===== src/rtl/mem_access_unit_pkg.sv =====
// Shared definitions for the load/store memory access unit: control word layout,
// size encodings, exception codes and FSM state encoding.
package mem_access_unit_pkg;

    localparam int CTRL_READ     = 5;
    localparam int CTRL_WRITE    = 4;
    localparam int CTRL_SIZE_MSB = 3;
    localparam int CTRL_SIZE_LSB = 1;
    localparam int CTRL_UNSIGNED = 0;

    localparam logic [2:0] SIZE_BYTE = 3'b001;
    localparam logic [2:0] SIZE_HALF = 3'b010;
    localparam logic [2:0] SIZE_WORD = 3'b100;

    localparam logic [1:0] EXC_NONE    = 2'b00;
    localparam logic [1:0] EXC_ALIGN   = 2'b01;
    localparam logic [1:0] EXC_TIMEOUT = 2'b10;

    typedef enum logic [1:0] {
        ST_IDLE   = 2'd0,
        ST_ACCESS = 2'd1,
        ST_DONE   = 2'd2
    } state_t;

endpackage


===== src/rtl/mem_lane_align.sv =====
// Combinational lane handling: byte-enable generation, store-data lane replication,
// and load lane extraction with zero/sign extension.
module mem_lane_align
    import mem_access_unit_pkg::*;
#(
    parameter  int NB_DATA  = 32,
    localparam int NB_BYTES = NB_DATA / 8,
    localparam int NB_OFF   = $clog2(NB_BYTES)
) (
    input  logic [2:0]          size,
    input  logic [NB_OFF-1:0]   offset,
    input  logic                zero_ext,
    input  logic [NB_DATA-1:0]  store_data,
    input  logic [NB_DATA-1:0]  load_word,
    output logic [NB_BYTES-1:0] byte_en,
    output logic [NB_DATA-1:0]  store_lanes,
    output logic [NB_DATA-1:0]  load_data
);

    logic [7:0]  sel_byte;
    logic [15:0] sel_half;

    always_comb begin
        byte_en = '0;
        case (size)
            SIZE_BYTE: byte_en = NB_BYTES'(1) << offset;
            SIZE_HALF: byte_en = NB_BYTES'(3) << offset;
            SIZE_WORD: byte_en = '1;
            default:   byte_en = '0;
        endcase
    end

    // Every lane gets a copy so the memory only has to honour the byte enables.
    always_comb begin
        store_lanes = store_data;
        for (int i = 0; i < NB_BYTES; i++) begin
            if (size == SIZE_BYTE) begin
                store_lanes[8*i +: 8] = store_data[7:0];
            end else if (size == SIZE_HALF) begin
                store_lanes[8*i +: 8] = (i % 2 == 1) ? store_data[15:8] : store_data[7:0];
            end
        end
    end

    always_comb begin
        sel_byte = '0;
        sel_half = '0;
        for (int i = 0; i < NB_BYTES; i++) begin
            if (offset == NB_OFF'(i)) sel_byte = load_word[8*i +: 8];
        end
        for (int i = 0; i + 1 < NB_BYTES; i += 2) begin
            if (offset == NB_OFF'(i)) sel_half = load_word[8*i +: 16];
        end
    end

    always_comb begin
        load_data = load_word;
        case (size)
            SIZE_BYTE: begin
                load_data       = {NB_DATA{~zero_ext & sel_byte[7]}};
                load_data[7:0]  = sel_byte;
            end
            SIZE_HALF: begin
                load_data       = {NB_DATA{~zero_ext & sel_half[15]}};
                load_data[15:0] = sel_half;
            end
            default: load_data = load_word;
        endcase
    end

endmodule


===== src/rtl/mem_access_unit.sv =====
// Pipeline-facing load/store unit: validates and aligns a request, drives a simple
// req/ready memory handshake with a bounded wait, and returns the extended load data.
module mem_access_unit
    import mem_access_unit_pkg::*;
#(
    parameter  int NB_DATA     = 32,
    parameter  int NB_ADDR     = 9,
    parameter  int NB_MEM_CTRL = 6,
    parameter  int TIMEOUT     = 15,
    localparam int NB_BYTES    = NB_DATA / 8,
    localparam int NB_OFF      = $clog2(NB_BYTES),
    localparam int NB_WADDR    = NB_ADDR - NB_OFF
) (
    input  logic                   clk_i,
    input  logic                   reset_i,
    input  logic                   valid_i,
    input  logic [NB_ADDR-1:0]     addr_i,
    input  logic [NB_DATA-1:0]     data_write_i,
    input  logic [NB_MEM_CTRL-1:0] MEM_control_i,
    output logic                   stall_o,
    output logic                   done_o,
    output logic [NB_DATA-1:0]     data_read_o,
    output logic [1:0]             exc_o,
    output logic                   mem_req_o,
    output logic                   mem_we_o,
    output logic [NB_WADDR-1:0]    mem_addr_o,
    output logic [NB_BYTES-1:0]    mem_be_o,
    output logic [NB_DATA-1:0]     mem_wdata_o,
    input  logic [NB_DATA-1:0]     mem_rdata_i,
    input  logic                   mem_ready_i
);

    localparam int NB_CNT = $clog2(TIMEOUT + 1);

    state_t state, next_state;

    logic              req_rd, req_wr, req_uns;
    logic [2:0]        req_size;
    logic [NB_OFF-1:0] req_off;
    logic              size_ok, aligned, req_legal, accept, reject;

    logic [NB_WADDR-1:0] addr_q;
    logic [NB_OFF-1:0]   off_q;
    logic [2:0]          size_q;
    logic                uns_q, we_q;
    logic [NB_DATA-1:0]  wdata_q, data_read_q, load_ext;
    logic [1:0]          exc_q;
    logic [NB_CNT-1:0]   wait_cnt;
    logic                timeout_hit;

    always_comb begin
        req_rd   = MEM_control_i[CTRL_READ];
        req_wr   = MEM_control_i[CTRL_WRITE];
        req_uns  = MEM_control_i[CTRL_UNSIGNED];
        req_size = MEM_control_i[CTRL_SIZE_MSB:CTRL_SIZE_LSB];
        req_off  = addr_i[NB_OFF-1:0];
        size_ok  = 1'b0;
        aligned  = 1'b0;
        case (req_size)
            SIZE_BYTE: begin size_ok = 1'b1; aligned = 1'b1;           end
            SIZE_HALF: begin size_ok = 1'b1; aligned = ~req_off[0];    end
            SIZE_WORD: begin size_ok = 1'b1; aligned = (req_off == '0); end
            default:   begin size_ok = 1'b0; aligned = 1'b0;           end
        endcase
        req_legal = (req_rd ^ req_wr) & size_ok & aligned;
        accept    = (state == ST_IDLE) & valid_i & req_legal;
        reject    = (state == ST_IDLE) & valid_i & (req_rd | req_wr) & ~req_legal;
    end

    assign timeout_hit = (wait_cnt == NB_CNT'(TIMEOUT));

    always_ff @(posedge clk_i or posedge reset_i) begin
        if (reset_i) state <= ST_IDLE;
        else         state <= next_state;
    end

    // Ready is checked before the timeout so a late ready on the last allowed cycle still completes.
    always_comb begin
        next_state = state;
        case (state)
            ST_IDLE:   if (accept) next_state = ST_ACCESS;
            ST_ACCESS: begin
                if (mem_ready_i)      next_state = ST_DONE;
                else if (timeout_hit) next_state = ST_IDLE;
            end
            ST_DONE:   next_state = ST_IDLE;
            default:   next_state = ST_IDLE;
        endcase
    end

    always_comb begin
        stall_o   = accept | (state == ST_ACCESS);
        mem_req_o = (state == ST_ACCESS);
        done_o    = (state == ST_DONE);
    end

    always_ff @(posedge clk_i or posedge reset_i) begin
        if (reset_i) begin
            addr_q      <= '0;
            off_q       <= '0;
            size_q      <= '0;
            uns_q       <= 1'b0;
            we_q        <= 1'b0;
            wdata_q     <= '0;
            data_read_q <= '0;
            exc_q       <= EXC_NONE;
            wait_cnt    <= '0;
        end else begin
            exc_q <= EXC_NONE;
            if (reject) exc_q <= EXC_ALIGN;
            if (state == ST_ACCESS && !mem_ready_i && timeout_hit) exc_q <= EXC_TIMEOUT;

            if (accept) begin
                addr_q   <= addr_i[NB_ADDR-1:NB_OFF];
                off_q    <= req_off;
                size_q   <= req_size;
                uns_q    <= req_uns;
                we_q     <= req_wr;
                wdata_q  <= data_write_i;
                wait_cnt <= '0;
            end else if (state == ST_ACCESS) begin
                if (mem_ready_i) begin
                    if (!we_q) data_read_q <= load_ext;
                end else if (!timeout_hit) begin
                    wait_cnt <= wait_cnt + NB_CNT'(1);
                end
            end
        end
    end

    mem_lane_align #(.NB_DATA(NB_DATA)) u_lane_align (
        .size        (size_q),
        .offset      (off_q),
        .zero_ext    (uns_q),
        .store_data  (wdata_q),
        .load_word   (mem_rdata_i),
        .byte_en     (mem_be_o),
        .store_lanes (mem_wdata_o),
        .load_data   (load_ext)
    );

    assign mem_addr_o  = addr_q;
    assign mem_we_o    = we_q;
    assign data_read_o = data_read_q;
    assign exc_o       = exc_q;

endmodule


===== config.mk =====
export PLATFORM = sky130hd
export DESIGN_NAME = mem_access_unit
export DESIGN_NICKNAME = d
export VERILOG_FILES = /design/src/rtl/mem_access_unit_pkg.sv /design/src/rtl/mem_lane_align.sv /design/src/rtl/mem_access_unit.sv
export SDC_FILE = /design/constraint.sdc
export NUM_CORES = 1
export LEC_CHECK = 0
export CORE_ASPECT_RATIO = 1.1
export CORE_MARGIN = 8
export CORE_UTILIZATION = 42
export CTS_BUF_LIST = sky130_fd_sc_hd__clkbuf_2 sky130_fd_sc_hd__clkbuf_4 sky130_fd_sc_hd__clkbuf_8
export CTS_CLUSTER_DIAMETER = 150
export DETAILED_ROUTE_END_ITERATION = 16
export GPL_ROUTABILITY_DRIVEN = 0
export HOLD_SLACK_MARGIN = 0.03
export PLACE_DENSITY = 0.9
export SYNTH_ARGS = -nofsm -noshare
export SYNTH_HDL_FRONTEND = slang
export SYNTH_SLANG_ARGS = --single-unit

===== constraint.sdc =====
create_clock -name clk_i -period 3 [get_ports clk_i]
set_clock_uncertainty 0.15 [all_clocks]
set_input_delay 0.6 -clock clk_i [delete_from_list [all_inputs] [get_ports clk_i]]
set_output_delay 0.6 -clock clk_i [all_outputs]
set_load 0.005 [all_outputs]

Word level (Yosys, flattened, before mapping):

Index checks and enable logic that the tools add are counted.
W data, S select, Z words.

* logic and storage cells: 81
* register bits after elaboration: 86
* input bits: 83

* bitwise gates (word level): 16
* reduce and logical (&&, ||, !) cells: 11
* eq/ne operators: 16
* add/subtract/negate cells: 1
* muxes and demuxes: 25
* shifts and indexed selects: 2

Operators with widths (count)
* $mux W8: 9
* $pmux W32 S2: 1
* $mux W16: 2
* $mux W4: 4
* $pmux W4 S3: 1
* $and A1 B1 Y1: 8
* $mux W2: 4
* $eq A2 B2 Y1 const B: 3
* $eq A3 B1 Y1 const B: 2
* $eq A3 B2 Y1 const B: 2
* $eq A3 B3 Y1 const B: 2
* $logic_not A2 Y1: 3
* $not A1 Y1: 5
* $add A4 B1 Y4 const B: 1
* $eq A2 B1 Y1 const B: 2
* $eq A4 B4 Y1 const B: 1
* $ne A2 B2 Y1 const B: 2
* $pmux W2 S2: 1
* $reduce_and A4 Y1: 1
* $shl A1 B2 Y4 const A: 1
* $shl A2 B2 Y4 const A: 1
* $ne A3 B1 Y1 const B: 1
* $pmux W1 S3: 1
* $reduce_and A3 Y1: 1
* 9 further kinds: 12

Depth between registers and ports, before layout:

Gate-level depths: netlist (run 1).

* depth after elaboration: 9
* gate-level depth with buffers: 6
* mapped depth without buffers: 5

By module:

From an unflattened synthesis (run 1), not the netlist that was laid out.

* cell total of the unflattened synthesis: 362
* area, all modules: 4667.0 µm²

By module, submodules not included
* mem_access_unit: instances 1, area an instance 3528.4 µm², seq. area each 2152.1 µm², cells each 211
* mem_lane_align: instances 1, area an instance 1138.6 µm², seq. area each 0.0 µm², cells each 151

Worst setup path after synthesis (run 1):

No wires, ideal clock.

* kind: input to output
* from: in MEM_control_i[4]
* to: out stall_o
* slack: 704 ps
* cell stages on the path: 6
* data arrival time: 1546 ps
* cell sequence: inv_1 -> ha_1 -> nand3_1 -> a21oi_2 -> buf_2 -> or2_2

* longest elaborated chain between the ends: 5

RTL lines
* start: declaration: RTL line mem_access_unit.sv:19 `input logic [NB_MEM_CTRL-1:0] MEM_control_i,`
* $xor A1 B1 Y1: RTL line mem_access_unit.sv:65 `req_legal = (req_rd ^ req_wr) & size_ok & aligned;`
* $and A1 B1 Y1 (2 in series): RTL line mem_access_unit.sv:65
* $and A1 B1 Y1: RTL line mem_access_unit.sv:66 `accept = (state == ST_IDLE) & valid_i & req_legal;`
* $or A1 B1 Y1: RTL line mem_access_unit.sv:92 `stall_o = accept | (state == ST_ACCESS);`
* end: declaration: RTL line mem_access_unit.sv:20 `output logic stall_o,`

No other way between the ends.

Worst setup path after layout (run 1):

* from: reg size_q[0]
* to: out mem_wdata_o[19]

* longest elaborated chain between the ends: 3

RTL lines
* start: declaration: RTL line mem_access_unit.sv:44 `logic [2:0] size_q;`
* start signal: assignment: RTL line mem_access_unit.sv:116 `size_q <= req_size;`
* $eq A3 B2 Y1
* $mux W8: RTL line mem_lane_align.sv:39 `end else if (size == SIZE_HALF) begin`
* $mux W8 (*): RTL line mem_lane_align.sv:37 `if (size == SIZE_BYTE) begin`
* end: declaration: RTL line mem_access_unit.sv:28 `output logic [NB_DATA-1:0] mem_wdata_o,`

Every way passes the cells marked *; elsewhere a longest branch is shown, timed or not.

==> results_dict.tcl, run 1 <==
set metrics [dict create \
    cap_violations 0 \
    vias 3948 \
    drt-initial-drc-count 186 \
    p_leak_nw 2.74 \
    htree_levels 3 \
    rsz0062_at_grt "no" \
    maxSlewViolCount 0 \
    die_w_um 114 \
    wire_per_inst_um 19.5 \
    synth_top_family_by_area "multiplexers" \
    cp.arrival_ns 2.16 \
    start_kind "flop" \
    routed_wl_um 14300 \
    cp.required_ns 2.25 \
    synthCells 425 \
    dr.pass1.iters 4 \
    synth_most_common_cell "dfrtp_1" \
    routed_via_density 5.37 \
    antenna_cells 0 \
    synthXorXnorAreaFrac_pct 0.593 \
    cpPeakStageDelay_ns 0.48 \
    cts_tree "built" \
    die_height_um 124 \
    grt_max_degree 50 \
    synth_edf_count 0 \
    synth.distinct_cells 41 \
    dp.cells 716 \
    ios 164 \
    muxShareOfSynthArea_pct 18.0 \
    peakVddDrop_mv 0.466 \
    path_clk_slew_ns 0.08 \
    place_ws_ns -0.139 \
    multiInputGateArea_um2 2120 \
    r2r_end "data_read_o[29]" \
    crit_fanout 8 \
    core_area_um2 10300 \
    powerDensity_nw_per_um2 834 \
    end_kind "output pin" \
    fin_cells 735 \
    syn-num-nets 510 \
    placed_cell_area_um2 6220 \
    synth-simple-area-share_pct 13.6 \
    yosys.area.top_type "dfrtp_1" \
    start_util_pct 42.8 \
    worstSkewPairLatency_ns 0.35 \
    numClockSinks 86 \
    synth_seq_cells 86 \
    slowest_stage "dfrtp_2" \
    yosysSeqAreaShare_pct 48.6 \
    die_area_um2 14100 \
    path_class "reg2out" \
    reg2reg_slack_ns 0.58 \
    fillers 836 \
    antenna_left 0 \
    min_to "data_read_o[4]" \
    clockBufferDepth 2 \
    cts_hold_buffers 0 \
    io_buffers 163 \
    yosysTopAreaCellShare_pct 48.6 \
    worstMarginPinSlew_ns 0.686 \
    grt_antenna_before_repair 2 \
    reg2reg_depth 6 \
    numCtsBuffers 9 \
    whs_path_depth 2 \
    async_reset_ff_share_pct 100 \
    dp_hpwl_um 10600 \
    finalHoldViolations 0 \
    row_count 39 \
    grt-ovfl-total 0 \
    setup_ws_ns 0.0853 \
    syn_to_final_growth_pct 46.5 \
    clockRootBuffer "clkbuf_8" \
    avgSynthCellArea_um2 10.4 \
    worstHoldPathType "reg2reg" \
    fin_crit_sh_pct 97.2 \
    synthAdderAreaFrac_pct 0.565 \
    synth-main-ff-cell "dfrtp_1" \
    netlist_area_um2 4430 \
    drive_gt1_share_pct 21.8 \
    drc 0 \
    grt_pass1_wl_um 22300 \
    status "finished clean" \
    yosys_warnings 0 \
    grt_util_all_layers_pct 20.3 \
    worstPathCellList "nor2b_4 > o21bai_4 > buf_8 > mux2_2 > clkdlybuf4s50_1" \
    reg2reg_from "size_q[2]" \
    synth_compound_area_share_pct 13.9 \
    final_nets 672 \
    ff_latch_area_um2 2160 \
    synthTopCellsByArea "dfrtp_1 (49%), mux2_2 (14%), nand2_1 (5.9%), o21ai_0 (3.7%), mux4_2 (3.6%)" \
    holdCritStartpoint "data_read_o[4]" \
    fin_setup_tns_ns 0 \
    synth_commonest_cells "dfrtp_1 (86), nand2_1 (70), mux2_2 (54)" \
    final_area_um2 6490 \
    max_freq_mhz 343 \
    grt_pass1_vias 4347 \
    period_minus_slack_ns 2.91 \
    setup_violations 0 \
    relSlewSlack_pct 54.2 \
]
[state kept, by name, summed over array words and instances, names as in the netlist]
signal	flops
uns_q	1
state	2
wdata_q	32
size_q	3
data_read_o	32
mem_addr_o	7
wait_cnt	4
mem_we_o	1
exc_o	2
off_q	2
[what timing repair did]
| action | CTS | global route |
|---|---|---|
| gates cloned | 1 | 0 |
| endpoints found under the setup margin | 21 | 27 |
| buffers inserted | 2 | 0 |
| gates resized for setup | 13 | 12 |
| pin swaps | 1 | 1 |
[layout by cell type, fill, tap and decap left out, types with 3 or more instances in the layout]
cell type,n
nor2_1,31
dfrtp_2,3
dlymetal6s2s_1,3
nand2_1,70
buf_4,17
nand2b_1,4
inv_1,10
nor2b_1,4
xor2_1,3
dfrtp_1,83
clkbuf_8,10
clkinvlp_4,3
nand3_1,4
a31oi_1,9
o22ai_1,7
a22oi_1,8
mux2_2,54
a21oi_1,18
a21oi_2,11
o21ai_0,33
mux4_2,7
mux2i_1,3
dlygate4sd2_1,4
clkdlybuf4s50_1,156
[kinds of logic (layout without fill, tap and decap cells)]
kind of cell	count (synthesis)	after routing
AO/OA/AOI/OAI	95	95
XOR/XNOR	3	3
adder cells (fa/ha/maj)	2	2
buffers and inverters	43	210
flip-flops	86	86
multiplexers	64	64
AND/OR/NAND/NOR	132	132
[how the worst max path moves through the flow]
| stage | from | to | slack (ns) | depth (start not counted) |
|---|---|---|---|---|
| 4_1_cts | size_q[0] | mem_be_o[2] | 0.004 | 6 |
| 5_1_grt | size_q[0] | mem_wdata_o[21] | 0.004 | 5 |
| 3_3_place_gp | MEM_control_i[4] | stall_o | -0.12 | 7 |
| 2_1_floorplan | reset_i | data_read_o[0] | 0.03 | 1 |
| 3_5_place_dp | MEM_control_i[2] | stall_o | -0.14 | 7 |
| 6_report | size_q[0] | mem_wdata_o[19] | 0.09 | 5 |
[per-layer routing]
metal / vias to the layer above / wire, um / global-route usage (%)
li1: 1804 / - / -
met1: 1918 / 5250 / 21.5
met2: 188 / 7220 / 35.5
met3: 34 / 1550 / 8.44
met4: 4 / 255 / 7.91
met5: - / 23 / 0
[area by class of cell]
| class | instances | area share [%] |
|---|---|---|
| multi-input combinational | 296 | 32.7 |
| inverter | 11 | 0.656 |
| clock buffer | 10 | 2.12 |
| tap | 143 | 2.76 |
| clock inverter | 6 | 0.694 |
| timing repair buffer | 183 | 27.9 |
| sequential | 86 | 33.2 |
[critical path, delay by kind of cell (launching register included)]
| family | cells | cell delay (ns) |
|---|---|---|
| muxes | 1 | 0.34 |
| DFF | 1 | 0.48 |
| and+or+nand+nor | 1 | 0.17 |
| AOI/OAI and AO/OA | 1 | 0.19 |
| buffers and inverters | 2 | 0.63 |
[report_power, final]
part           switching, W  leakage, nW  total, W  internal, W
Clock              0.000443       0.0849  0.000769     0.000326
Sequential         0.000367         1.05   0.00197      0.00160
Combinational       0.00108         1.60   0.00267      0.00159
Total               0.00189         2.74   0.00541      0.00352
[stage by stage]
| step | power [W] | hold slack [ns] | utilization, % |
|---|---|---|---|
| after global placement | 0.00448 | 0.314 | 60.1 |
| final | 0.00541 | 0.335 | 62.7 |
| after floorplan | 0.00309 | 0.323 | - |
| after global routing | 0.00575 | 0.359 | 62.7 |
| after detailed placement | 0.00459 | 0.320 | 60.1 |
| after CTS | 0.00542 | 0.340 | 62.3 |
No activity file was read; power rests on OpenSTA's default activity.
==> run 2, diff against run 1 <==
--- a/config.mk
+++ b/config.mk
@@ -14,6 +14,7 @@
 export GPL_ROUTABILITY_DRIVEN = 0
 export HOLD_SLACK_MARGIN = 0.03
 export PLACE_DENSITY = 0.9
+export SLEW_MARGIN = 20
 export SYNTH_ARGS = -nofsm -noshare
 export SYNTH_HDL_FRONTEND = slang
 export SYNTH_SLANG_ARGS = --single-unit
==> results of run 2 <==
The final DEF is identical to that of run 1; final timing and power are the same.
